[src/rtl/led_controller_pkg.sv]
// Shared register map and bus lane constants for the multi-channel LED controller.
package led_controller_pkg;

  localparam logic [3:0] REG_LED_ON      = 4'd0;
  localparam logic [3:0] REG_BLINK_EN    = 4'd1;
  localparam logic [3:0] REG_BLINK_HALF  = 4'd2;
  localparam logic [3:0] REG_BRIGHT_BASE = 4'd8;

  // Byte 0 of the bus word lives in the top byte of data_in.
  localparam int unsigned LANE0_LSB = 24;

endpackage

[src/rtl/led_pwm_channel.sv]
// One LED channel: brightness register, PWM duty compare, on/blink gating, output flop.
module led_pwm_channel #(
  parameter int unsigned PWM_BITS = 8
) (
  input  logic                clock,
  input  logic                reset,
  input  logic                bright_we,
  input  logic [PWM_BITS-1:0] bright_wdata,
  input  logic [PWM_BITS-1:0] pwm_cnt,
  input  logic                on,
  input  logic                blink_en,
  input  logic                blink_phase,
  output logic [PWM_BITS-1:0] bright,
  output logic                led
);

  logic [PWM_BITS-1:0] bright_q;
  logic                led_q;
  logic                pwm_on;
  logic                led_d;

  always_comb begin
    // All-ones must be solidly on, which the plain compare alone cannot give.
    pwm_on = (&bright_q) || (pwm_cnt < bright_q);
    led_d  = on && pwm_on && (!blink_en || !blink_phase);
  end

  always_ff @(posedge clock) begin
    if (!reset) begin
      bright_q <= '1;
      led_q    <= 1'b0;
    end else begin
      if (bright_we) begin
        bright_q <= bright_wdata;
      end
      led_q <= led_d;
    end
  end

  assign bright = bright_q;
  assign led    = led_q;

endmodule

[src/rtl/led_controller.sv]
// Multi-channel LED controller: bus decode, shared PWM counter, blink divider and read mux.
module led_controller
  import led_controller_pkg::*;
#(
  parameter int unsigned NUM_LEDS       = 4,
  parameter int unsigned PWM_BITS       = 8,
  parameter int unsigned BLINK_DIV_BITS = 24,
  parameter logic [23:0] BLINK_RESET    = 24'd8_000_000
) (
  input  logic                clock,
  input  logic                reset,
  input  logic                cs,
  input  logic                write,
  input  logic [3:0]          address,
  input  logic [31:0]         data_in,
  output logic [31:0]         data_out,
  output logic [NUM_LEDS-1:0] led
);

  logic [NUM_LEDS-1:0]       on_q, on_d;
  logic [NUM_LEDS-1:0]       blink_en_q, blink_en_d;
  logic [BLINK_DIV_BITS-1:0] half_q, half_d;
  logic [BLINK_DIV_BITS-1:0] div_q, div_d;
  logic                      blink_phase_q, blink_phase_d;
  logic [PWM_BITS-1:0]       pwm_cnt_q, pwm_cnt_d;
  logic [31:0]               data_out_q, data_out_d;

  logic [BLINK_DIV_BITS-1:0] half_eff;
  logic                      wrap;
  logic                      wr_en;
  logic [31:0]               rdata;
  logic [PWM_BITS-1:0]       bright [NUM_LEDS];

  logic unused_data;
  assign unused_data = ^data_in;

  assign wr_en = cs && write;

  always_comb begin
    on_d       = on_q;
    blink_en_d = blink_en_q;
    half_d     = half_q;
    pwm_cnt_d  = pwm_cnt_q + PWM_BITS'(1);

    // A half-period of 0 would never wrap; treat it as 1.
    half_eff      = (half_q == '0) ? BLINK_DIV_BITS'(1) : half_q;
    wrap          = (div_q == half_eff - BLINK_DIV_BITS'(1));
    div_d         = wrap ? '0 : div_q + BLINK_DIV_BITS'(1);
    blink_phase_d = blink_phase_q ^ wrap;

    if (wr_en) begin
      unique case (address)
        REG_LED_ON:   on_d       = data_in[LANE0_LSB +: NUM_LEDS];
        REG_BLINK_EN: blink_en_d = data_in[LANE0_LSB +: NUM_LEDS];
        REG_BLINK_HALF: begin
          // Restart the blink cycle cleanly; overrides a coincident wrap.
          half_d        = data_in[BLINK_DIV_BITS-1:0];
          div_d         = '0;
          blink_phase_d = 1'b0;
        end
        default: ;
      endcase
    end
  end

  always_comb begin
    rdata = '0;
    unique case (address)
      REG_LED_ON:     rdata[LANE0_LSB +: NUM_LEDS] = on_q;
      REG_BLINK_EN:   rdata[LANE0_LSB +: NUM_LEDS] = blink_en_q;
      REG_BLINK_HALF: rdata[BLINK_DIV_BITS-1:0]    = half_q;
      default: begin
        for (int unsigned i = 0; i < NUM_LEDS; i++) begin
          if (address == REG_BRIGHT_BASE + 4'(i)) begin
            rdata[PWM_BITS-1:0] = bright[i];
          end
        end
      end
    endcase
    data_out_d = (cs && !write) ? rdata : data_out_q;
  end

  always_ff @(posedge clock) begin
    if (!reset) begin
      on_q          <= '0;
      blink_en_q    <= '0;
      half_q        <= BLINK_RESET[BLINK_DIV_BITS-1:0];
      div_q         <= '0;
      blink_phase_q <= 1'b0;
      pwm_cnt_q     <= '0;
      data_out_q    <= '0;
    end else begin
      on_q          <= on_d;
      blink_en_q    <= blink_en_d;
      half_q        <= half_d;
      div_q         <= div_d;
      blink_phase_q <= blink_phase_d;
      pwm_cnt_q     <= pwm_cnt_d;
      data_out_q    <= data_out_d;
    end
  end

  for (genvar i = 0; i < NUM_LEDS; i++) begin : g_chan
    led_pwm_channel #(
      .PWM_BITS(PWM_BITS)
    ) u_chan (
      .clock       (clock),
      .reset       (reset),
      .bright_we   (wr_en && (address == REG_BRIGHT_BASE + 4'(i))),
      .bright_wdata(data_in[PWM_BITS-1:0]),
      .pwm_cnt     (pwm_cnt_q),
      .on          (on_q[i]),
      .blink_en    (blink_en_q[i]),
      .blink_phase (blink_phase_q),
      .bright      (bright[i]),
      .led         (led[i])
    );
  end

  assign data_out = data_out_q;

endmodule

[config.mk]
export PLATFORM = sky130hd
export DESIGN_NAME = led_controller
export DESIGN_NICKNAME = d
export VERILOG_FILES = /design/src/rtl/led_controller_pkg.sv /design/src/rtl/led_pwm_channel.sv /design/src/rtl/led_controller.sv
export SDC_FILE = /design/constraint.sdc
export NUM_CORES = 1
export LEC_CHECK = 0
export BUFFER_PORTS_ARGS = -buffer_cell sky130_fd_sc_hd__buf_2
export CORE_MARGIN = 2
export CORE_UTILIZATION = 59
export CTS_BUF_LIST = sky130_fd_sc_hd__clkbuf_16
export DETAILED_ROUTE_END_ITERATION = 8
export PLACE_DENSITY = 0.8
export SYNTH_ARGS = -nofsm -noshare
export SYNTH_HDL_FRONTEND = slang
export SYNTH_SLANG_ARGS = --single-unit
[constraint.sdc]
create_clock -name clock -period 4.6 [get_ports clock]
set_input_delay 0.69 -clock clock [delete_from_list [all_inputs] [get_ports clock]]
set_output_delay 0.69 -clock clock [all_outputs]
set_load 0.01 [all_outputs]
==> results_dict.tcl <==
set metrics [dict create \
    ys.flop_type "dfxtp_1" \
    arrival_ns 4.46 \
    crit_family "simple AND/OR/NAND/NOR gates" \
    numCtsBuffers 17 \
    synthToLayoutAreaGrowth_pct 12.21 \
    layout.nets 960 \
    netlist.area_leader.share_pct 36.41 \
    seq_power_share_pct 45.9 \
    path_class "flip-flop to flip-flop" \
    timing.rr.start "half_q[12]" \
    timing.rr.end "div_q[5]" \
    drtIter0Drc 314 \
    fillCellCount 1000 \
    post-cts-setup-buffers 0 \
    antenna_found_initial 0 \
    dpl_worst_slack_ns 0.5194 \
    overflow 0 \
    yosysWarnings 0 \
    yosysTopAreaCell "dfxtp_1" \
    vias 6090 \
    clk_pin_slew_ns 0.05 \
    rows 40 \
    multi_input_area_um2 4080 \
    pin_count 76 \
    cpPeakStageDelay_ns 0.53 \
    synth_most_common_cell "nand2_1" \
    drc_errors 0 \
    synth_area_um2 7092 \
    grt_pass1_wl_mm 28.90 \
    crit_path_end_kind "flip-flop" \
    yosysUniqueCellTypes 65 \
    synthArstFlopShare_pct 0 \
    synth_edf_count 0 \
    cts.path.max_buffers 2 \
    die_y_um 113.6 \
    setup_slack_ns 0.4259 \
    syn_inst 848 \
    hold_buffers 0 \
    worst_setup_path_start_kind "flip-flop" \
    yosys-top-cells-area "dfxtp_1, nand2_1, ha_1" \
    clk_latency_ns 0.42 \
    cts.sinks 129 \
    final-hold-violation-count 0 \
    cp_max_fo 24 \
    crit_required_ns 4.88 \
    postRouteWirelength_mm 17.33 \
    peakVddDrop_mv 0.2960 \
    dieArea_um2 12910 \
    diodes 0 \
    grt_max_degree 56 \
    cts_resized 0 \
    hold_path_class "flip-flop to flip-flop" \
    synth-seq-cells 129 \
    p_comb_share_pct 5.9 \
    outcome "complete, no violations" \
    fin_crit_sh_pct 90.74 \
    path_cells "nor3_1 > nand4_1 > nor2_1 > a21oi_1 > ha_1 > nor3b_2 > and4_1 > a311oi_1 > o22ai_1 > nor4_1 > nand4_2 > nand3_2 > nor2_1" \
    power_density_nw_per_um2 316.2 \
    path_common_cell "nor2_1" \
    fmax_mhz 239.6 \
    detail-route-antenna-nets 0 \
    r2r_slack_ns 0.43 \
    dp_hpwl_mm 12.31 \
    cp-endpoint "div_q[5]" \
    avgSynthCellArea_um2 8.363 \
    core_area_um2 11860 \
    rr_worst_depth 13 \
    path_depth 13 \
    gp_congestion 1.006 \
    crit_path_top_delay_cell "nor3_1" \
    period_minus_slack_ns 4.174 \
    setup_violations 0 \
    finalSetupTns_ns 0 \
    wire_per_inst_um 16.52 \
    cts-root-buf "clkbuf_16" \
    finalMaxSlewViolations 0 \
    die_x_um 113.6 \
    firstDrtPassIters 5 \
    grt_usage_pct 28.12 \
    maxCapViolCount 0 \
    clkPwrFrac_pct 48.2 \
    clock_skew_ns 0.009470 \
    cp.buffers_inverters 0 \
    cp-startpoint "half_q[12]" \
    htree_num_levels 4 \
    rsz0062_at_grt "false" \
    ys_seq_area_share_pct 36.41 \
    relSlewSlack_pct 42.72 \
    grt_pass1_vias 5835 \
    layout-drive-gt1-share_pct 14.63 \
    switching_share_pct 23.81 \
    worst_slew_pin_slew_ns 0.8592 \
    synthTopCellsByCount "nand2_1, dfxtp_1, nand3_1" \
    tritoncts "done" \
    start_util_pct 59.79 \
    regArea_um2 2582 \
    port-buffer-count 67 \
    viasPerCell 5.806 \
    power.internal_w 0.001917 \
    leakagePower_nw 3.522 \
    power_switching_w 0.0005991 \
]
cell families after synthesis:
| family | synth area share (%) |
|---|---|
| DFF | 36.42 |
| muxes | 3.529 |
| other | 0.05288 |
| buffers and inverters | 6.369 |
| xor gates and xnor gates | 6.546 |
| and+or+nand+nor | 24.45 |
| AOI/OAI and AO/OA | 17.17 |
| adders and majority gates | 5.469 |
cell type report:
| cell class | count | share of cell area, % |
|---|---|---|
| clock buffer | 17 | 5.346 |
| clock inverter | 15 | 1.289 |
| inverter | 40 | 1.887 |
| sequential | 129 | 32.45 |
| tap | 147 | 2.311 |
| multi-input combinational | 621 | 51.27 |
| timing repair buffer | 80 | 5.440 |
worst reg2reg max path: cells and delay by family (launching register included):
family          cells  cell delay [ns]
flops               1             0.42
compound gates      3             0.59
simple gates        9             2.79
fa+ha+maj           1             0.24
cell usage in the layout (no fill, tap or decap), types with 10 or more instances in the layout:
cell type,n
nor2_2,10
ha_1,31
xnor2_1,38
mux2i_1,25
nor2_1,39
clkbuf_16,17
nand3_1,46
a21o_1,17
nand4_1,19
a21oi_1,20
buf_2,67
nor2b_1,22
o211ai_1,33
xor2_1,15
dfxtp_1,129
nand2_1,131
inv_1,42
and3_1,10
a21boi_0,33
buf_4,13
o21ai_0,22
nor3_1,15
registers in the layout, indices dropped and copies added (netlist names):
register and flops:
g_chan.u_chan.bright 32, pwm_cnt_q 8, blink_phase_q 1, on_q 4, g_chan.u_chan.led 4, div_q 24, blink_en_q 4, half_q 24
data_out 28
per-stage QoR:
stage	total power [W]	utilization, %	hold slack, ns	std cells	area [um2]
after CTS	0.002530	67.09	0.4626	1049	7958
after detailed placement	0.001325	62.64	0.4550	1017	7430
final	0.002516	67.09	0.4602	1049	7958
after global routing	0.002599	67.09	0.4765	1049	7958
after global placement	0.001323	62.64	0.4527	1017	7430
after floorplan	0.001273	-	0.4485	851	7103
per-layer routing:
layer	global-route usage (%)	up-vias	wire [um]
met1	34.66	2864	7600
met4	11.38	0	491
met5	0	-	0
met3	7.014	42	806
met2	47.27	144	8432
li1	-	3040	-
power by group through the flow:
stage          Sequential [W]  Combinational [W]  Clock (W)
2_1_floorplan         0.00117           0.000101          0
3_3_place_gp          0.00118           0.000146          0
3_5_place_dp          0.00118           0.000148          0
4_1_cts               0.00115           0.000149    0.00123
5_1_grt               0.00116           0.000165    0.00128
6_report              0.00115           0.000149    0.00121
how the worst min path moves through the flow:
stage          slack, ns  cells past startpoint    startpoint            to
2_1_floorplan       0.45                      1  pwm_cnt_q[0]  pwm_cnt_q[0]
3_3_place_gp        0.45                      2   data_out[8]   data_out[8]
3_5_place_dp        0.45                      2   data_out[8]   data_out[8]
4_1_cts             0.46                      2   data_out[8]   data_out[8]
5_1_grt             0.48                      2  data_out[20]  data_out[20]
6_report            0.46                      2  data_out[20]  data_out[20]
Note: power is estimated with default switching activity, not from simulation.
